--- src/rtl/pipe_hazard_if.sv ---
// pipe_hazard_if: hazard-control bundle between the CPU top level and
// pipe_hazard_ctrl.
//   Hazard inputs (master -> slave): ID source fields and read enables,
//   EX destination/write/load info, ex_jump, mem_busy.
//   Control outputs (slave -> master): pipeline-register stall/flush
//   enables, timeout_err, state_o, stall_cnt, flush_cnt.
// The master modport is the CPU (or bench) side; the slave modport is the
// hazard controller.
interface pipe_hazard_if #(
  parameter int unsigned CNT_W = 32
);
  logic [4:0]       id_rs1;
  logic [4:0]       id_rs2;
  logic             id_rs1_re;
  logic             id_rs2_re;
  logic [4:0]       ex_wr;
  logic             ex_reg_we;
  logic             ex_is_load;
  logic             ex_jump;
  logic             mem_busy;
  logic             pc_stall;
  logic             if_id_stall;
  logic             if_id_flush;
  logic             id_ex_stall;
  logic             id_ex_flush;
  logic             ex_mem_stall;
  logic             mem_wb_stall;
  logic             timeout_err;
  logic [1:0]       state_o;
  logic [CNT_W-1:0] stall_cnt;
  logic [CNT_W-1:0] flush_cnt;

  modport master (
    output id_rs1, id_rs2, id_rs1_re, id_rs2_re, ex_wr, ex_reg_we,
           ex_is_load, ex_jump, mem_busy,
    input  pc_stall, if_id_stall, if_id_flush, id_ex_stall, id_ex_flush,
           ex_mem_stall, mem_wb_stall, timeout_err, state_o, stall_cnt,
           flush_cnt
  );

  modport slave (
    input  id_rs1, id_rs2, id_rs1_re, id_rs2_re, ex_wr, ex_reg_we,
           ex_is_load, ex_jump, mem_busy,
    output pc_stall, if_id_stall, if_id_flush, id_ex_stall, id_ex_flush,
           ex_mem_stall, mem_wb_stall, timeout_err, state_o, stall_cnt,
           flush_cnt
  );
endinterface

--- src/rtl/pipe_hazard_ctrl.sv ---
// pipe_hazard_ctrl: central stall/flush sequencer for the 5-stage pipeline.
//   clk   : system clock, rising edge
//   rst_n : asynchronous active-low reset
//   hz    : pipe_hazard_if slave port. Hazard inputs come in, and these go
//           out: pipeline-register stall/flush enables (combinational, zero
//           latency), the sticky timeout_err flag, the FSM state
//           (0 RUN, 1 MWAIT, 2 TIMEOUT) and the saturating stall/flush
//           counters.
// Priority each cycle: memory freeze, then EX redirect flush, then load-use
// bubble, then idle.
module pipe_hazard_ctrl #(
  parameter int unsigned MAX_WAIT = 16,
  parameter int unsigned CNT_W    = 32
) (
  input logic         clk,
  input logic         rst_n,
  pipe_hazard_if.slave hz
);

  typedef enum logic [1:0] {
    ST_RUN     = 2'd0,
    ST_MWAIT   = 2'd1,
    ST_TIMEOUT = 2'd2
  } state_t;

  // wait_cnt value that, with mem_busy still high, trips the timeout
  localparam logic [7:0] WAIT_LAST = 8'(MAX_WAIT - 1);

  state_t           state_r;
  logic [7:0]       wait_cnt_r;
  logic             timeout_err_r;
  logic [CNT_W-1:0] stall_cnt_r;
  logic [CNT_W-1:0] flush_cnt_r;

  logic freeze_s;
  logic rs1_hit_s;
  logic rs2_hit_s;
  logic load_use_s;
  logic jump_flush_s;
  logic pc_stall_s;
  logic if_id_stall_s;
  logic if_id_flush_s;
  logic id_ex_stall_s;
  logic id_ex_flush_s;
  logic ex_mem_stall_s;
  logic mem_wb_stall_s;

  // Saturating increment: the counter sticks at all-ones
  function automatic logic [CNT_W-1:0] sat_inc(input logic [CNT_W-1:0] v);
    if (&v) begin
      return v;
    end else begin
      return v + {{(CNT_W-1){1'b0}}, 1'b1};
    end
  endfunction

  // Hazard decode and prioritised stall/flush selection
  always_comb begin
    freeze_s   = hz.mem_busy | (state_r == ST_TIMEOUT);
    rs1_hit_s  = hz.id_rs1_re & (hz.id_rs1 == hz.ex_wr);
    rs2_hit_s  = hz.id_rs2_re & (hz.id_rs2 == hz.ex_wr);
    load_use_s = hz.ex_is_load & hz.ex_reg_we & (hz.ex_wr != 5'd0) &
                 (rs1_hit_s | rs2_hit_s);

    jump_flush_s   = 1'b0;
    pc_stall_s     = 1'b0;
    if_id_stall_s  = 1'b0;
    if_id_flush_s  = 1'b0;
    id_ex_stall_s  = 1'b0;
    id_ex_flush_s  = 1'b0;
    ex_mem_stall_s = 1'b0;
    mem_wb_stall_s = 1'b0;

    // Reset gating lets every control output drop the moment rst_n falls,
    // even while mem_busy or ex_jump are still high.
    if (!rst_n) begin
      jump_flush_s = 1'b0;
    end else if (freeze_s) begin
      // EX/ID contents are held, so any jump or load-use is re-seen later
      pc_stall_s     = 1'b1;
      if_id_stall_s  = 1'b1;
      id_ex_stall_s  = 1'b1;
      ex_mem_stall_s = 1'b1;
      mem_wb_stall_s = 1'b1;
    end else if (hz.ex_jump) begin
      // The ID instruction is on the wrong path, so its load-use is moot
      jump_flush_s  = 1'b1;
      if_id_flush_s = 1'b1;
      id_ex_flush_s = 1'b1;
    end else if (load_use_s) begin
      // One bubble; next cycle the load sits in MEM and forwarding covers it
      pc_stall_s    = 1'b1;
      if_id_stall_s = 1'b1;
      id_ex_flush_s = 1'b1;
    end else begin
      jump_flush_s = 1'b0;
    end
  end

  // Memory-wait FSM with timeout; TIMEOUT is absorbing until reset
  always_ff @(posedge clk or negedge rst_n) begin
    if (!rst_n) begin
      state_r       <= ST_RUN;
      wait_cnt_r    <= 8'd0;
      timeout_err_r <= 1'b0;
    end else begin
      case (state_r)
        ST_RUN: begin
          if (hz.mem_busy) begin
            state_r    <= ST_MWAIT;
            wait_cnt_r <= 8'd1;
          end else begin
            state_r    <= ST_RUN;
            wait_cnt_r <= 8'd0;
          end
        end
        ST_MWAIT: begin
          if (!hz.mem_busy) begin
            state_r    <= ST_RUN;
            wait_cnt_r <= 8'd0;
          end else if (wait_cnt_r == WAIT_LAST) begin
            state_r       <= ST_TIMEOUT;
            timeout_err_r <= 1'b1;
          end else begin
            wait_cnt_r <= wait_cnt_r + 8'd1;
          end
        end
        ST_TIMEOUT: begin
          state_r       <= ST_TIMEOUT;
          timeout_err_r <= 1'b1;
        end
        default: begin
          state_r    <= ST_RUN;
          wait_cnt_r <= 8'd0;
        end
      endcase
    end
  end

  // Saturating stall/flush performance counters
  always_ff @(posedge clk or negedge rst_n) begin
    if (!rst_n) begin
      stall_cnt_r <= {CNT_W{1'b0}};
      flush_cnt_r <= {CNT_W{1'b0}};
    end else begin
      if (pc_stall_s) begin
        stall_cnt_r <= sat_inc(stall_cnt_r);
      end
      if (jump_flush_s) begin
        flush_cnt_r <= sat_inc(flush_cnt_r);
      end
    end
  end

  assign hz.pc_stall     = pc_stall_s;
  assign hz.if_id_stall  = if_id_stall_s;
  assign hz.if_id_flush  = if_id_flush_s;
  assign hz.id_ex_stall  = id_ex_stall_s;
  assign hz.id_ex_flush  = id_ex_flush_s;
  assign hz.ex_mem_stall = ex_mem_stall_s;
  assign hz.mem_wb_stall = mem_wb_stall_s;
  assign hz.timeout_err  = timeout_err_r;
  assign hz.state_o      = state_r;
  assign hz.stall_cnt    = stall_cnt_r;
  assign hz.flush_cnt    = flush_cnt_r;

endmodule

--- src/flat_wrapper.sv ---
// flat-port wrapper written by rule: the top's interface ports become plain ports
module pipe_hazard_ctrl_flat 
#(
  parameter int unsigned MAX_WAIT = 16,
  parameter int unsigned CNT_W    = 32
)
  (clk, rst_n, hz_id_rs1, hz_id_rs2, hz_id_rs1_re, hz_id_rs2_re, hz_ex_wr, hz_ex_reg_we, hz_ex_is_load, hz_ex_jump, hz_mem_busy, hz_pc_stall, hz_if_id_stall, hz_if_id_flush, hz_id_ex_stall, hz_id_ex_flush, hz_ex_mem_stall, hz_mem_wb_stall, hz_timeout_err, hz_state_o, hz_stall_cnt, hz_flush_cnt);
  pipe_hazard_if #(.CNT_W(CNT_W)) hz_i ();
  input logic clk;
  input logic rst_n;
  input wire logic [$bits(hz_i.id_rs1)-1:0] hz_id_rs1;
  input wire logic [$bits(hz_i.id_rs2)-1:0] hz_id_rs2;
  input wire logic [$bits(hz_i.id_rs1_re)-1:0] hz_id_rs1_re;
  input wire logic [$bits(hz_i.id_rs2_re)-1:0] hz_id_rs2_re;
  input wire logic [$bits(hz_i.ex_wr)-1:0] hz_ex_wr;
  input wire logic [$bits(hz_i.ex_reg_we)-1:0] hz_ex_reg_we;
  input wire logic [$bits(hz_i.ex_is_load)-1:0] hz_ex_is_load;
  input wire logic [$bits(hz_i.ex_jump)-1:0] hz_ex_jump;
  input wire logic [$bits(hz_i.mem_busy)-1:0] hz_mem_busy;
  output wire logic [$bits(hz_i.pc_stall)-1:0] hz_pc_stall;
  output wire logic [$bits(hz_i.if_id_stall)-1:0] hz_if_id_stall;
  output wire logic [$bits(hz_i.if_id_flush)-1:0] hz_if_id_flush;
  output wire logic [$bits(hz_i.id_ex_stall)-1:0] hz_id_ex_stall;
  output wire logic [$bits(hz_i.id_ex_flush)-1:0] hz_id_ex_flush;
  output wire logic [$bits(hz_i.ex_mem_stall)-1:0] hz_ex_mem_stall;
  output wire logic [$bits(hz_i.mem_wb_stall)-1:0] hz_mem_wb_stall;
  output wire logic [$bits(hz_i.timeout_err)-1:0] hz_timeout_err;
  output wire logic [$bits(hz_i.state_o)-1:0] hz_state_o;
  output wire logic [$bits(hz_i.stall_cnt)-1:0] hz_stall_cnt;
  output wire logic [$bits(hz_i.flush_cnt)-1:0] hz_flush_cnt;
  assign hz_i.id_rs1 = hz_id_rs1;
  assign hz_i.id_rs2 = hz_id_rs2;
  assign hz_i.id_rs1_re = hz_id_rs1_re;
  assign hz_i.id_rs2_re = hz_id_rs2_re;
  assign hz_i.ex_wr = hz_ex_wr;
  assign hz_i.ex_reg_we = hz_ex_reg_we;
  assign hz_i.ex_is_load = hz_ex_is_load;
  assign hz_i.ex_jump = hz_ex_jump;
  assign hz_i.mem_busy = hz_mem_busy;
  assign hz_pc_stall = hz_i.pc_stall;
  assign hz_if_id_stall = hz_i.if_id_stall;
  assign hz_if_id_flush = hz_i.if_id_flush;
  assign hz_id_ex_stall = hz_i.id_ex_stall;
  assign hz_id_ex_flush = hz_i.id_ex_flush;
  assign hz_ex_mem_stall = hz_i.ex_mem_stall;
  assign hz_mem_wb_stall = hz_i.mem_wb_stall;
  assign hz_timeout_err = hz_i.timeout_err;
  assign hz_state_o = hz_i.state_o;
  assign hz_stall_cnt = hz_i.stall_cnt;
  assign hz_flush_cnt = hz_i.flush_cnt;
  pipe_hazard_ctrl #(.MAX_WAIT(MAX_WAIT), .CNT_W(CNT_W)) u_core (.clk(clk), .rst_n(rst_n), .hz(hz_i));
endmodule
--- config.mk ---
export PLATFORM = sky130hd
export DESIGN_NAME = pipe_hazard_ctrl_flat
export DESIGN_NICKNAME = d
export VERILOG_FILES = /design/src/rtl/pipe_hazard_if.sv /design/src/rtl/pipe_hazard_ctrl.sv /design/src/flat_wrapper.sv
export SDC_FILE = /design/constraint.sdc
export NUM_CORES = 1
export LEC_CHECK = 0
export ABC_AREA = 1
export CELL_PAD_IN_SITES_DETAIL_PLACEMENT = 0
export CELL_PAD_IN_SITES_GLOBAL_PLACEMENT = 2
export CORE_UTILIZATION = 30
export DETAILED_ROUTE_END_ITERATION = 8
export MAX_ROUTING_LAYER = met4
export PLACE_DENSITY_LB_ADDON = 0.1
export SLEW_MARGIN = 0
export SYNTH_ARGS = -nofsm -noshare
export SYNTH_HDL_FRONTEND = slang
export SYNTH_SLANG_ARGS = --single-unit
--- constraint.sdc ---
create_clock -name clk -period 2.93 [get_ports clk]
set_input_delay 0.293 -clock clk [delete_from_list [all_inputs] [get_ports clk]]
set_output_delay 0.293 -clock clk [all_outputs]
set_load 0.05 [all_outputs]
==> metrics <==
Worst Reg2Reg Path Length in Cells 10; Setup CP Type input port to primary output; cts repair resizes 0; Slowest cell on crit path clkdlybuf4s50_1; Critical Path RT about 2600 ps; max frequency roughly 370 MHz; CTS buffer count 9; Vias 4882; setup_tns 0 ps; Residual DRC 0; htree depth 3; Initial Utilization slightly above 30%; post-DP HPWL approximately 11000 um; Clock Sinks 75; # Post-CTS Setup Buffers 0; min Tclk post-route roughly 2700 ps; Top FF cell, synth dfrtp_1; Reg clk slew, reported paths approximately 60 ps; max-cap check violation count 0; Leakage slightly below 3 nW; # setup viols final 0; Mapped Area roughly 4900 um2; DR iter-0 viols 192; share of cells above drive strength 1 between 5 and 6%; Worst Hold Class input port to asynchronous set/reset pin; Total Wirelength 15050 um; Synth top area share 38.22%; CP Data Arrival Time between 2000 and 2500 ps; Root Buffer clkbuf_16; PwrDens slightly above 400 nW/um2; asr flop ratio synth 100.0%; run status finished, final reports clean; Final Hold Viols 0; CTS tree done; CP Max Fanout 23; vias in the first global route roughly 4800; syn_area_per_cell slightly below 7 um2; worst slew pin tran about 730 ps; yosys synthesis warning count 0; Tcrit/Tclk final between 90 and 100%; Max IR drop VDD just under 0.4 mV; input/output buffers 96; layout net count 850; die footprint 16890 um2; worst skew pair latency 340 ps; Total Routing Usage GR 19.62%; ant diodes 0; Antenna Nets Post-Route 0; DIE WIDTH between 100 and 150 um; die height roughly 130 um; Critical Path End Type primary output; Register Area 1877 um2; Synth cell types 32; gpl congestion about 0.86; cell row count between 40 and 50; DRT Pass-1 Iters 4; Net Count, Synth about 750; synthesized instance count 726; Multi-input gate area 2666 um2; Overflow after GRT 0; global-route wire length before repair between 20000 and 25000 um; Yosys reg bits 75; Via density roughly 4.7; final hold slack approximately 420 ps; R2R Path End u_core.hz.flush_cnt[7]; slowest stage delay, CP slightly below 900 ps; largest cells by area after synthesis dfrtp_1, nand2_1, nor2_1; largest net degree at the start of global routing 56; Layout fillers about 1700; core region area between 15000 and 20000 um2; Ports 97; flop2flop setup slack 770 ps; Hold-fix buffers, CTS 1; P&R area growth vs syn 30.29%; reg-to-reg startpoint u_core.hz.flush_cnt[0]; cell taking the most area after synthesis dfrtp_1; Post-synth EDFFs 0; skew final 5.450 ps; clock buffer depth 2; WL/cell ~14 um; initial antenna violation count 0; crit-path cells dlygate4sd3_1 -> buf_4 -> inv_1 -> nor2_1 -> clkdlybuf4s50_1; Max Slew Vio Count 0; sequential share of the synthesized area about two fifths; startpoint types input port; Slew Limit Headroom approximately 51%; RSZ-0062 raised after global routing no
-- Yosys cell counts (2+ instances only) --
library cell  number
nor3_1            25
nor2_1            98
xor2_1            38
xnor2_1            8
dfrtp_1           75
nor2_2             2
buf_6              3
o21ai_1            7
buf_2              9
o21ai_0            6
nor3_2             4
or2_2              2
nand2_1          284
inv_2              8
nand3b_1           7
o21a_1             2
nand3_2            4
nand4_1           13
buf_4              4
ha_1               3
inv_1             61
nand3_1           53
-- stage by stage --
stage	utilization [%]	worst slack (ps)	instances	power, W	cell area [um2]
after detailed placement	38.22	367.8	1028	0.001523	6093
after global routing	40.14	106.1	1044	0.002764	6399
after CTS	40.14	188.1	1044	0.002689	6399
final	40.14	223.9	1044	0.002646	6399
after floorplan	-	26.88	726	0.001364	4911
after global placement	38.22	400.0	1028	0.001524	6093
-- area by class of cell --
cell class,count,area share [%]
tap,216,4.224
multi-input combinational,566,41.67
timing repair buffer,103,16.11
inverter,69,4.048
clock inverter,2,0.5475
sequential,75,29.33
clock buffer,13,4.067
-- layer usage --
metal | global-route usage (%) | vias to the layer above | wire length (um)
li1 | - | 2469 | -
met1 | 24.03 | 2283 | 6916
met2 | 32.40 | 106 | 7309
met3 | 2.542 | 24 | 440
met4 | 8.550 | 0 | 386
met5 | - | - | 0
-- worst max-delay path by stage --
stage                         startpoint              to  slack [ps]  depth (start not counted)
finish                             rst_n  hz_id_ex_stall         220                          5
global placement             hz_ex_wr[4]  hz_id_ex_flush         400                         10
global route                       rst_n  hz_id_ex_stall         110                          5
detailed placement           hz_ex_wr[0]  hz_id_ex_flush         370                         10
floorplan           u_core.hz.state_o[1]     hz_pc_stall          30                          8
CTS                                rst_n  hz_id_ex_stall         190                          5
-- power breakdown --
group | total [W] | leakage, nW | internal (W) | switching, W
Combinational | 0.000380 | 1.82 | 0.000138 | 0.000242
Clock | 0.00114 | 0.146 | 0.000701 | 0.000442
Sequential | 0.00112 | 0.995 | 0.00107 | 0.0000564
Total | 0.00265 | 2.96 | 0.00190 | 0.000741
-- registers in the layout (all words and copies together), names as in the netlist --
| name | count |
|---|---|
| u_core.hz.timeout_err | 1 |
| u_core.hz.flush_cnt | 32 |
| u_core.hz.state_o | 2 |
| u_core.wait_cnt_r | 8 |
| u_core.hz.stall_cnt | 32 |
-- placed cells by master (no fill, tap or decap), types with 3 or more instances in the layout --
cell type        instances
xnor2_1                  8
clkdlybuf4s50_1         92
nor3_1                  25
dfrtp_1                 75
xor2_1                  38
nand3b_1                 7
nand3_2                  4
nand4_1                 13
nor2_1                  98
o21ai_1                  7
nor3_2                   4
o21ai_0                  6
inv_1                   61
nand2_1                284
inv_2                    8
clkbuf_16                9
buf_4                    8
ha_1                     3
nand3_1                 53
-- critical path: cells and delay by family --
kind	cells	cell delay, ps
simple gates	1	280
buf+inv	4	1820
-- kinds of logic after synthesis --
logic type,synth area share [%]
adders and majority gates,0.7644
and+or+nand+nor,42.73
xor gates and xnor gates,8.204
DFF,38.22
AOI/OAI and AO/OA,2.599
buffers and inverters,7.490
Note: power is estimated with default switching activity, not from simulation.
